<file path="src/rtl/fib_kernel_arbiter_if.sv">
// -----------------------------------------------------------------------------
// fib_kernel_arbiter_if
// Bundles the requester, response and kernel-side signals of the Fibonacci
// kernel arbiter.
//   slave  : arbiter view (takes requests, drives responses and kernel operands)
//   master : environment view (requesters, response consumer, kernel)
// Requester i occupies req_n[6i+5:6i], req_a/req_b[32i+31:32i].
// -----------------------------------------------------------------------------
interface fib_kernel_arbiter_if #(
    parameter int NREQ = 4
);
    localparam int IW = (NREQ > 1) ? $clog2(NREQ) : 1;

    // requester side
    logic [NREQ-1:0]    req_valid;
    logic [6*NREQ-1:0]  req_n;
    logic [32*NREQ-1:0] req_a;
    logic [32*NREQ-1:0] req_b;
    logic [NREQ-1:0]    req_ready;

    // response side
    logic               resp_valid;
    logic               resp_ready;
    logic [IW-1:0]      resp_id;
    logic [31:0]        resp_data;
    logic               resp_err;
    logic               busy;

    // kernel side
    logic               k_r_enable;
    logic               k_controlArr;
    logic [5:0]         k_init_n;
    logic [31:0]        k_init_a;
    logic [31:0]        k_init_b;
    logic               k_w_enable;
    logic [31:0]        k_result;

    modport slave (
        input  req_valid, req_n, req_a, req_b, resp_ready, k_w_enable, k_result,
        output req_ready, resp_valid, resp_id, resp_data, resp_err, busy,
               k_r_enable, k_controlArr, k_init_n, k_init_a, k_init_b
    );

    modport master (
        output req_valid, req_n, req_a, req_b, resp_ready, k_w_enable, k_result,
        input  req_ready, resp_valid, resp_id, resp_data, resp_err, busy,
               k_r_enable, k_controlArr, k_init_n, k_init_a, k_init_b
    );
endinterface

</file>
<file path="src/rtl/fib_kernel_arbiter.sv">
// -----------------------------------------------------------------------------
// fib_kernel_arbiter
// Round-robin scheduler sharing one Fibonacci kernel between NREQ requesters.
// A job (n, a, b) is accepted from one requester, loaded into the kernel with a
// one-cycle k_r_enable pulse, and the kernel result is returned on a single
// valid/ready response port tagged with the requester index. A watchdog turns
// a kernel that never raises k_w_enable into an error response.
//
// Ports:
//   clk    : sole clock, rising edge
//   rst_n  : synchronous active-low reset
//   bus    : fib_kernel_arbiter_if.slave (requests, response, kernel operands)
// Parameters:
//   NREQ    : number of requesters (2..16)
//   TIMEOUT : last WAIT-state cycle index before the job is aborted (1..65535)
// -----------------------------------------------------------------------------
module fib_kernel_arbiter #(
    parameter int NREQ    = 4,
    parameter int TIMEOUT = 1023
) (
    input  logic                  clk,
    input  logic                  rst_n,
    fib_kernel_arbiter_if.slave   bus
);
    localparam int IW = (NREQ > 1) ? $clog2(NREQ) : 1;
    localparam int SW = IW + 1;
    localparam logic [SW-1:0] NREQ_W    = SW'(NREQ);
    localparam logic [IW-1:0] PTR_RESET = IW'(NREQ - 1);
    localparam logic [15:0]   TIMEOUT_W = 16'(TIMEOUT);

    typedef enum logic [1:0] {
        IDLE  = 2'd0,
        START = 2'd1,
        WAIT  = 2'd2,
        RESP  = 2'd3
    } state_t;

    state_t        state_q, state_d;
    logic [IW-1:0] ptr_q, ptr_d;
    logic [15:0]   timer_q, timer_d;
    logic          resp_valid_q, resp_valid_d;
    logic [IW-1:0] resp_id_q, resp_id_d;
    logic [31:0]   resp_data_q, resp_data_d;
    logic          resp_err_q, resp_err_d;
    logic          busy_q, busy_d;
    logic          k_r_enable_q, k_r_enable_d;
    logic [5:0]    k_init_n_q, k_init_n_d;
    logic [31:0]   k_init_a_q, k_init_a_d;
    logic [31:0]   k_init_b_q, k_init_b_d;

    // Per-requester payload views
    logic [5:0]  n_arr [NREQ];
    logic [31:0] a_arr [NREQ];
    logic [31:0] b_arr [NREQ];

    generate
        for (genvar gi = 0; gi < NREQ; gi++) begin : g_slice
            assign n_arr[gi] = bus.req_n[6*gi +: 6];
            assign a_arr[gi] = bus.req_a[32*gi +: 32];
            assign b_arr[gi] = bus.req_b[32*gi +: 32];
        end
    endgenerate

    // Round-robin search starting just above ptr. ptr < NREQ and k <= NREQ,
    // so a single conditional subtraction implements the wrap.
    logic [NREQ-1:0] grant;
    logic [IW-1:0]   grant_idx;
    logic            grant_found;
    logic [SW-1:0]   scan_idx;

    always_comb begin
        grant       = '0;
        grant_idx   = '0;
        grant_found = 1'b0;
        scan_idx    = '0;
        for (int k = 1; k <= NREQ; k++) begin
            scan_idx = {1'b0, ptr_q} + SW'(k);
            if (scan_idx >= NREQ_W) begin
                scan_idx = scan_idx - NREQ_W;
            end
            if (!grant_found && bus.req_valid[scan_idx[IW-1:0]]) begin
                grant_found = 1'b1;
                grant_idx   = scan_idx[IW-1:0];
            end
        end
        if (grant_found) begin
            grant[grant_idx] = 1'b1;
        end
    end

    // Next-state and output computation
    always_comb begin
        state_d      = state_q;
        ptr_d        = ptr_q;
        timer_d      = timer_q;
        resp_valid_d = resp_valid_q;
        resp_id_d    = resp_id_q;
        resp_data_d  = resp_data_q;
        resp_err_d   = resp_err_q;
        busy_d       = busy_q;
        k_r_enable_d = 1'b0;
        k_init_n_d   = k_init_n_q;
        k_init_a_d   = k_init_a_q;
        k_init_b_d   = k_init_b_q;

        unique case (state_q)
            IDLE: begin
                // grant only contains valid requesters, so any grant is a transfer
                if (grant_found) begin
                    k_init_n_d   = n_arr[grant_idx];
                    k_init_a_d   = a_arr[grant_idx];
                    k_init_b_d   = b_arr[grant_idx];
                    resp_id_d    = grant_idx;
                    k_r_enable_d = 1'b1;
                    busy_d       = 1'b1;
                    state_d      = START;
                end
            end
            START: begin
                timer_d = '0;
                state_d = WAIT;
            end
            WAIT: begin
                timer_d = timer_q + 16'd1;
                if (bus.k_w_enable == 1'b1) begin
                    resp_data_d  = bus.k_result;
                    resp_err_d   = 1'b0;
                    resp_valid_d = 1'b1;
                    state_d      = RESP;
                end else if (timer_q == TIMEOUT_W) begin
                    resp_data_d  = '0;
                    resp_err_d   = 1'b1;
                    resp_valid_d = 1'b1;
                    state_d      = RESP;
                end
            end
            RESP: begin
                if (bus.resp_ready) begin
                    // served requester drops to lowest priority
                    ptr_d        = resp_id_q;
                    resp_valid_d = 1'b0;
                    busy_d       = 1'b0;
                    state_d      = IDLE;
                end
            end
            default: begin
                state_d = IDLE;
            end
        endcase
    end

    always_ff @(posedge clk) begin
        if (!rst_n) begin
            state_q      <= IDLE;
            ptr_q        <= PTR_RESET;
            timer_q      <= '0;
            resp_valid_q <= 1'b0;
            resp_id_q    <= '0;
            resp_data_q  <= '0;
            resp_err_q   <= 1'b0;
            busy_q       <= 1'b0;
            k_r_enable_q <= 1'b0;
            k_init_n_q   <= '0;
            k_init_a_q   <= '0;
            k_init_b_q   <= '0;
        end else begin
            state_q      <= state_d;
            ptr_q        <= ptr_d;
            timer_q      <= timer_d;
            resp_valid_q <= resp_valid_d;
            resp_id_q    <= resp_id_d;
            resp_data_q  <= resp_data_d;
            resp_err_q   <= resp_err_d;
            busy_q       <= busy_d;
            k_r_enable_q <= k_r_enable_d;
            k_init_n_q   <= k_init_n_d;
            k_init_a_q   <= k_init_a_d;
            k_init_b_q   <= k_init_b_d;
        end
    end

    assign bus.req_ready    = (state_q == IDLE) ? grant : '0;
    assign bus.resp_valid   = resp_valid_q;
    assign bus.resp_id      = resp_id_q;
    assign bus.resp_data    = resp_data_q;
    assign bus.resp_err     = resp_err_q;
    assign bus.busy         = busy_q;
    assign bus.k_r_enable   = k_r_enable_q;
    assign bus.k_controlArr = 1'b0;
    assign bus.k_init_n     = k_init_n_q;
    assign bus.k_init_a     = k_init_a_q;
    assign bus.k_init_b     = k_init_b_q;

endmodule

</file>
<file path="src/flat_wrapper.sv">
// flat-port wrapper written by rule: the top's interface ports become plain ports
module fib_kernel_arbiter_flat 
#(
    parameter int NREQ    = 4,
    parameter int TIMEOUT = 1023
)
  (clk, rst_n, bus_req_valid, bus_req_n, bus_req_a, bus_req_b, bus_resp_ready, bus_k_w_enable, bus_k_result, bus_req_ready, bus_resp_valid, bus_resp_id, bus_resp_data, bus_resp_err, bus_busy, bus_k_r_enable, bus_k_controlArr, bus_k_init_n, bus_k_init_a, bus_k_init_b);
  fib_kernel_arbiter_if #(.NREQ(NREQ)) bus_i ();
  input  logic clk;
  input  logic rst_n;
  input wire logic [$bits(bus_i.req_valid)-1:0] bus_req_valid;
  input wire logic [$bits(bus_i.req_n)-1:0] bus_req_n;
  input wire logic [$bits(bus_i.req_a)-1:0] bus_req_a;
  input wire logic [$bits(bus_i.req_b)-1:0] bus_req_b;
  input wire logic [$bits(bus_i.resp_ready)-1:0] bus_resp_ready;
  input wire logic [$bits(bus_i.k_w_enable)-1:0] bus_k_w_enable;
  input wire logic [$bits(bus_i.k_result)-1:0] bus_k_result;
  output wire logic [$bits(bus_i.req_ready)-1:0] bus_req_ready;
  output wire logic [$bits(bus_i.resp_valid)-1:0] bus_resp_valid;
  output wire logic [$bits(bus_i.resp_id)-1:0] bus_resp_id;
  output wire logic [$bits(bus_i.resp_data)-1:0] bus_resp_data;
  output wire logic [$bits(bus_i.resp_err)-1:0] bus_resp_err;
  output wire logic [$bits(bus_i.busy)-1:0] bus_busy;
  output wire logic [$bits(bus_i.k_r_enable)-1:0] bus_k_r_enable;
  output wire logic [$bits(bus_i.k_controlArr)-1:0] bus_k_controlArr;
  output wire logic [$bits(bus_i.k_init_n)-1:0] bus_k_init_n;
  output wire logic [$bits(bus_i.k_init_a)-1:0] bus_k_init_a;
  output wire logic [$bits(bus_i.k_init_b)-1:0] bus_k_init_b;
  assign bus_i.req_valid = bus_req_valid;
  assign bus_i.req_n = bus_req_n;
  assign bus_i.req_a = bus_req_a;
  assign bus_i.req_b = bus_req_b;
  assign bus_i.resp_ready = bus_resp_ready;
  assign bus_i.k_w_enable = bus_k_w_enable;
  assign bus_i.k_result = bus_k_result;
  assign bus_req_ready = bus_i.req_ready;
  assign bus_resp_valid = bus_i.resp_valid;
  assign bus_resp_id = bus_i.resp_id;
  assign bus_resp_data = bus_i.resp_data;
  assign bus_resp_err = bus_i.resp_err;
  assign bus_busy = bus_i.busy;
  assign bus_k_r_enable = bus_i.k_r_enable;
  assign bus_k_controlArr = bus_i.k_controlArr;
  assign bus_k_init_n = bus_i.k_init_n;
  assign bus_k_init_a = bus_i.k_init_a;
  assign bus_k_init_b = bus_i.k_init_b;
  fib_kernel_arbiter #(.NREQ(NREQ), .TIMEOUT(TIMEOUT)) u_core (.clk(clk), .rst_n(rst_n), .bus(bus_i));
endmodule
</file>
<file path="config.mk">
export PLATFORM = sky130hd
export DESIGN_NAME = fib_kernel_arbiter_flat
export DESIGN_NICKNAME = d
export VERILOG_FILES = /design/src/rtl/fib_kernel_arbiter_if.sv /design/src/rtl/fib_kernel_arbiter.sv /design/src/flat_wrapper.sv
export SDC_FILE = /design/constraint.sdc
export NUM_CORES = 1
export LEC_CHECK = 0
export ABC_AREA = 1
export BUFFER_PORTS_ARGS = -buffer_cell sky130_fd_sc_hd__buf_2
export CAP_MARGIN = 20
export CORE_AREA = 2 2 167 169
export DETAILED_ROUTE_END_ITERATION = 7
export DIE_AREA = 0 0 169 171
export GPL_TIMING_DRIVEN = 0
export PLACE_DENSITY_LB_ADDON = 0.3
export SLEW_MARGIN = 40
export SYNTH_ARGS = -nofsm -noshare
export SYNTH_HDL_FRONTEND = slang
export SYNTH_SLANG_ARGS = --single-unit
</file>
<file path="constraint.sdc">
create_clock -name clk -period 4.18 [get_ports clk]
set_clock_uncertainty 0.1 [all_clocks]
set_input_delay 0 -clock clk [delete_from_list [all_inputs] [get_ports clk]]
set_output_delay 0 -clock clk [all_outputs]
set_load 0.01 [all_outputs]
</file>
---- Yosys cells after proc, flatten, opt, wreduce, memory -nomap -nowiden ----
Index checks and enable logic that the tools add are counted.
word-level totals
  register bits after elaboration ......... 128
  bits in latches ......................... 0
  memory bits (writable) .................. 0
  memory bits (read-only) ................. 0
  input port bits ......................... 320
  output and inout port bits .............. 113
  word-level logic and storage cells ...... 108
  memories ................................ 0
operators by class
  $add $sub $neg .......................... 9
  $mul .................................... 0
  divide/modulo/power cells ............... 0
  order comparisons ....................... 11
  eq/ne operators ......................... 7
  shift operators ......................... 0
  multiplexer cells ....................... 49
  bitwise logic cells ..................... 1
  reduce and logical (&&, ||, !) cells .... 19
operator list
  operator                                             number
  two-way mux 32 bit                                   6
  binary-select mux 32 bit (select 2 bit)              2
  case mux 16 bit (2 select lines)                     1
  two-way mux 2 bit                                    12
  adder 16 x 1 -> 16 bit (second input constant)       1
  == test 16 x 10 -> 1 bit (second input constant)     1
  >= comparator 3 bit (second input constant)          5
  < comparator 2 x 3 -> 1 bit (second input constant)  5
  two-way mux 1 bit                                    15
  binary-select mux 6 bit (select 2 bit)               1
  two-way mux 6 bit                                    2
  AND reduction 3 bit                                  3
  binary-select mux 1 bit (select 2 bit)               4
  two-way mux 4 bit                                    2
  case mux 2 bit (4 select lines)                      1
  AND reduction 2 bit                                  4
  nonzero test 2 bit                                   4
  subtractor 2 x 1 -> 2 bit (second input constant)    4
  adder 2 x 2 -> 3 bit (second input constant)         2
  == test 2 bit (second input constant)                2
  logical AND 1 bit                                    4
  case mux 1 bit (2 select lines)                      2
  adder 2 x 1 -> 3 bit (second input constant)         1
  adder 2 x 3 -> 3 bit (second input constant)         1
  9 further kinds                                      11

---- Logic depth before layout (Yosys ltp) ----
  depth in word-level cells ............... 21
  depth in mapped cells ................... 17
  gate-level depth less buffers ........... 14

---- Worst setup path before layout ----
No wires, ideal clock.
  kind .................................... flip-flop to flip-flop
  start point ............................. register u_core.ptr_q[0]
  end point ............................... register u_core.k_init_a_q[20] (netlist: u_core.bus.k_init_a[20])
  setup time .............................. 0.115 ns
  data arrival time ....................... 1.762 ns
  data required time ...................... 3.965 ns
  path slack .............................. 2.203 ns
  cell stages (with the launch flop) ...... 18
  buffers on the path ..................... 4
  period minus slack after synthesis ...... 1.977 ns
  path through ............................ dfxtp_1 buf_6 inv_2 buf_6 nand2_1 nand2_1 nand2_2 nand2_2 nor2_4 nand4_1 nand2_2 inv_2 nor2_4 buf_4 buf_6 nand3_1 nand2_1 nor2_1
on the way
  longest elaborated chain between the ends .. 19
  elaborated cells between the ends (all ways) .. 43
  classes of those cells .................. add/sub (8); order compare (4); mux (23); bitwise (1); reduce/logical (7)
RTL lines
  element                                                                  line                                                text
  start: declaration                                                       fib_kernel_arbiter.sv:39                            logic [IW-1:0] ptr_q, ptr_d;
  start signal: assignment                                                 fib_kernel_arbiter.sv:168                           ptr_q <= ptr_d;
  adder 2 x 1 -> 3 bit                                                     fib_kernel_arbiter.sv:77                            scan_idx = {1'b0, ptr_q} + SW'(k);
  >= comparator 3 bit / subtractor 2 x 1 -> 2 bit (equally long branches)  fib_kernel_arbiter.sv:78, fib_kernel_arbiter.sv:79
  two-way mux 2 bit                                                        fib_kernel_arbiter.sv:78                            if (scan_idx >= NREQ_W) begin
  binary-select mux 1 bit (select 2 bit)                                   fib_kernel_arbiter.sv:81                            if (!grant_found && bus.req_valid[scan_idx[IW-1:0]]) begin
  two-way mux 1 bit (implied by the code)                                  fib_kernel_arbiter.sv:81
  two-way mux 1 bit                                                        fib_kernel_arbiter.sv:81
  logical NOT 1 bit                                                        fib_kernel_arbiter.sv:81
  logical AND 1 bit                                                        fib_kernel_arbiter.sv:81
  [... 2 more ...]                                                         --
  logical AND 1 bit                                                        fib_kernel_arbiter.sv:81
  two-way mux 1 bit                                                        fib_kernel_arbiter.sv:81
  logical NOT 1 bit                                                        fib_kernel_arbiter.sv:81
  logical AND 1 bit                                                        fib_kernel_arbiter.sv:81
  two-way mux 2 bit                                                        fib_kernel_arbiter.sv:81
  inverter 2 -> 3 bit (implied by the code)                                fib_kernel_arbiter.sv:111                           k_init_a_d = a_arr[grant_idx];
  binary-select mux 32 bit (select 2 bit)                                  fib_kernel_arbiter.sv:111
  two-way mux 32 bit (implied by the code) (2 in a row)                    fib_kernel_arbiter.sv:111
  end signal: assignment                                                   fib_kernel_arbiter.sv:177                           k_init_a_q <= k_init_a_d;
  end: declaration                                                         fib_kernel_arbiter.sv:48                            logic [31:0] k_init_a_q, k_init_a_d;
Parallel ways exist; a longest one is shown, timed or not. The select of a mux whose other input is x is not followed.
A chain may end at the register's enable or synchronous reset.

---- Worst setup path after layout ----
  start point ............................. register u_core.ptr_q[0]
  end point ............................... register u_core.k_init_b_q[5] (netlist: u_core.bus.k_init_b[5])
on the way
  longest elaborated chain between the ends .. 19
  elaborated cells between the ends (all ways) .. 43
  classes of those cells .................. add/sub (8); order compare (4); mux (23); bitwise (1); reduce/logical (7)
RTL lines
  element                                                                  line                                                text
  adder 2 x 1 -> 3 bit                                                     fib_kernel_arbiter.sv:77
  >= comparator 3 bit / subtractor 2 x 1 -> 2 bit (equally long branches)  fib_kernel_arbiter.sv:78, fib_kernel_arbiter.sv:79
  two-way mux 2 bit                                                        fib_kernel_arbiter.sv:78
  binary-select mux 1 bit (select 2 bit)                                   fib_kernel_arbiter.sv:81
  two-way mux 1 bit (implied by the code)                                  fib_kernel_arbiter.sv:81
  two-way mux 1 bit                                                        fib_kernel_arbiter.sv:81
  logical NOT 1 bit                                                        fib_kernel_arbiter.sv:81
  logical AND 1 bit                                                        fib_kernel_arbiter.sv:81
  [... 2 more ...]                                                         --
  logical AND 1 bit                                                        fib_kernel_arbiter.sv:81
  two-way mux 1 bit                                                        fib_kernel_arbiter.sv:81
  logical NOT 1 bit                                                        fib_kernel_arbiter.sv:81
  logical AND 1 bit                                                        fib_kernel_arbiter.sv:81
  two-way mux 2 bit                                                        fib_kernel_arbiter.sv:81
  inverter 2 -> 3 bit (implied by the code)                                fib_kernel_arbiter.sv:112                           k_init_b_d = b_arr[grant_idx];
  binary-select mux 32 bit (select 2 bit)                                  fib_kernel_arbiter.sv:112
  two-way mux 32 bit (implied by the code) (2 in a row)                    fib_kernel_arbiter.sv:112
  end signal: assignment                                                   fib_kernel_arbiter.sv:178                           k_init_b_q <= k_init_b_d;
  end: declaration                                                         fib_kernel_arbiter.sv:49                            logic [31:0] k_init_b_q, k_init_b_d;
Parallel ways exist; a longest one is shown, timed or not. The select of a mux whose other input is x is not followed.

==> run_results.csv <==
group,metric,value,unit
status,status,"completed",
yosys,yosys.cell_count.top_type,"nand2_1",
die,die_x,169,um
placed_design,post-place-ws,1.47,ns
pwr,sw_frac_of_total,41.7,%
final_layout,fill_cells,2821,
flow_run,cap_violations,0,
die,rows,61,
final_layout,fin_nets,2336,
yosys,netlist.area_leader.share,33.4,%
sta,slew_violations,0,
placed_design,placed_cells,2092,
worst_setup_path,crit_buf_inv,8,
min_path,hold_class,"primary input to register",
route,via_per_inst,4.67,
clock_network,cts_made_buffers,17,
die,die_y,171,um
route,drtIter0Drc,627,
global_route,use_met2,44.7,%
worst_setup_path,crit_start,"u_core.ptr_q[0]",
clock_network,ctsLongestPathBuffers,2,
worst_setup_path,crit_arrival,3.91,ns
worst_setup_path,crit_chain,"buf_6, inv_2, buf_6, nand2_1, nand2_1, nand2_1, nand2_1, inv_1, nand4_1, nand2_2, nor2_2, buf_4, buf_4, nand2_1, a21oi_1, dlygate4sd3_1, nor2_1, dlygate4sd3_1",
global_route,antenna_found_initial,9,
clock_network,clk_pin_slew_worst_paths,0.06,ns
route,drc,0,
placed_design,hpwl,26600,um
pwr,combinationalPowerShare,57.9,%
sta,post-route-period-util,88.8,%
clock_network,clk_latency,0.42,ns
clock_network,h-tree-depth,4,
placed_design,port_buffers,430,
yosys,synth_ff_type,"dfxtp_1",
pwr,leakage,7.33,nW
pwr,clockPowerShare,19.2,%
worst_setup_path,cp_slowest_cell,"dlygate4sd3_1",
global_route,use_met1,25.7,%
yosys,ys_warn_count,0,
yosys,syn_nets,1640,
final_layout,drive_above_1_share,26.4,%
worst_setup_path,crit_cells,18,
route,first_pass_iters,8,
yosys,synth_edf_count,0,
global_route,grt_pass1_wl,54600,um
worst_setup_path,worstSetupEndpointType,"register",
sta,tightest_slew,0.618,ns
final_layout,fin_cells,2378,
route,wl_per_cell,15.4,um
yosys,yosysSeqAreaShare,33.4,%
placed_design,gp_congestion,0.922,
sta,fin_setup_tns,0,ns
sta,rsz0062_at_grt,"false",
global_route,grt_usage,24.2,%
sta,finalSetupViolCount,0,
final_layout,multi_input_area,4080,um^2
clock_network,cts_sinks,128,
die,coreArea,27300,um^2
route,dr_total_vias,11112,
final_layout,syn_to_final_growth,73.7,%
final_layout,regArea,2560,um^2
clock_network,cts_resized,0,
worst_setup_path,crit_path_max_fanout,10,
clock_network,root_buffer,"clkbuf_16",
clock_network,tritoncts,"built",
sta,setup_slack,0.468,ns
global_route,grt-busiest-layer,"met2",
yosys,ys_types,32,
die,start_util,28.1,%
pwr,intPower,0.00460,W
sta,min_period,3.71,ns
sta,timing.fmax,0.269,GHz
worst_setup_path,r2r_start,"u_core.ptr_q[0]",
global_route,grt_max_degree,17,
worst_setup_path,startpoint_type,"register",
worst_setup_path,regToRegSetupSlack,0.47,ns
yosys,synth.avg_cell_area,5.83,um^2
pwr,powerDensity,591,nW/um^2
yosys,ys_seq_elements,128,
sta,hold_viol,0,
global_route,grt_pass1_vias,10731,
route,wl,36600,um
yosys,syn_area,7670,um^2
pwr,vdd_drop_max,0.250,mV
yosys,synth_common_cells,"nand2_1 (509), nand3_1 (176), inv_1 (149)",
die,die_area,28900,um^2
min_path,hp-start,"rst_n",
yosys,synth_cells,1316,
yosys,netlist_top_cells_area,"dfxtp_1 (33%), nand2_1 (25%), nand3_1 (11%)",
yosys,async_reset_ff_share,0,%
min_path,hold_depth,3,
global_route,grt_overflow,0,
worst_setup_path,cpPeakStageDelay,0.60,ns
route,ant_nets,0,
yosys,synth_area_leader_cell,"dfxtp_1",
worst_setup_path,worstSetupPathType,"register to register",
die,num_io_pins,433,
global_route,met3_usage,5.46,%
worst_setup_path,cpMostUsedCell,"nand2_1",
pwr,power_switching,0.00329,W
worst_setup_path,cp_top_family,"buffers and inverters",
pwr,seq_power_share,22.9,%
sta,max_slew_margin,58.8,%
worst_setup_path,required,4.38,ns
worst_setup_path,reg2reg_depth,18,
## cell type report
cell class	instances	area share (%)
timing repair buffer	677	34.7
buffer	81	3.37
inverter	155	4.37
multi-input combinational	952	30.6
sequential	128	19.2
clock inverter	12	1.02
antenna	9	0.169
tap	346	3.25
clock buffer	18	3.30
## per-layer routing
metal  up-vias  routed length, um
li1       5474                  -
met1      5009              13900
met2       523              18500
met3       106               2710
met4         0               1570
met5         -                  0
## metrics by stage
step | instance area [um^2] | hold WS (ns) | total power (W) | utilization, %
after global routing | 13300 | 0.237 | 0.00845 | 48.8
after detailed placement | 10300 | 0.145 | 0.00524 | 37.5
final | 13300 | 0.186 | 0.00788 | 48.8
after CTS | 13300 | 0.197 | 0.00782 | 48.7
after global placement | 10300 | 0.139 | 0.00521 | 37.5
after floorplan | 7670 | 0.0481 | 0.00393 | -
## kinds of logic (layout without fill, tap and decap cells)
| logic type | count (synthesis) | in the layout | synth area share, % |
|---|---|---|---|
| AO/OA/AOI/OAI | 119 | 119 | 7.99 |
| adder cells (fa/ha/maj) | 4 | 4 | 0.653 |
| buffers and inverters | 236 | 943 | 13.4 |
| flip-flops | 128 | 128 | 33.4 |
| other | 1 | 10 | 0.0489 |
| AND/OR/NAND/NOR | 828 | 828 | 44.5 |
## cells in the final DEF (no fill, tap or decap), drive strengths merged, types with 3 or more instances in the layout
cell / n
clkinv: 6
dlygate4sd3: 247
nor3: 10
clkbuf: 39
dfxtp: 128
nand2: 517
ha: 4
inv: 156
buf: 490
nand3: 176
clkinvlp: 3
a21oi: 98
nand4: 5
diode: 9
nor2: 116
o21ai: 14
## flip-flops by register name (all words and copies together), names as in the netlist
signal,cells
u_core.ptr_q,2
u_core.bus.k_init_a,32
u_core.bus.k_init_b,32
u_core.bus.busy,1
u_core.bus.resp_data,32
u_core.bus.k_init_n,6
u_core.bus.resp_valid,1
u_core.bus.k_r_enable,1
u_core.bus.resp_id,2
u_core.timer_q,16
u_core.bus.resp_err,1
u_core.state_q,2
## power by group through the flow
stage / clock network [W] / registers, W / logic (W)
floorplan: 0 / 0.00196 / 0.00198
global placement: 0 / 0.00181 / 0.00340
detailed placement: 0 / 0.00182 / 0.00343
CTS: 0.00155 / 0.00180 / 0.00448
global route: 0.00159 / 0.00184 / 0.00501
finish: 0.00152 / 0.00180 / 0.00456
## worst reg2reg max path, stage by stage (launching register included)
cell and delay [ns]:
dfxtp_1 0.30, buf_6 0.13, inv_2 0.06, buf_6 0.13, nand2_1 0.06, nand2_1 0.13
nand2_1 0.07, nand2_1 0.08, inv_1 0.07, nand4_1 0.15, nand2_2 0.17, nor2_2 0.25
buf_4 0.27, buf_4 0.21, nand2_1 0.06, a21oi_1 0.16, dlygate4sd3_1 0.60, nor2_1 0.05
dlygate4sd3_1 0.55
## path summary, 6_finish.rpt
kind,end
worst max-delay path,u_core.bus.k_init_b[5]
worst min-delay path,u_core.ptr_q[0]
worst max register to register,u_core.bus.k_init_b[5]
worst min register to register,u_core.timer_q[15]
## what timing repair did
action / CTS / global route
endpoints found under the hold margin: 108 / 0
setup endpoints to repair: 0 / 0
hold buffers: 247 / 0
setup buffers: 0 / 0
Power figures use the tool's default switching activity.
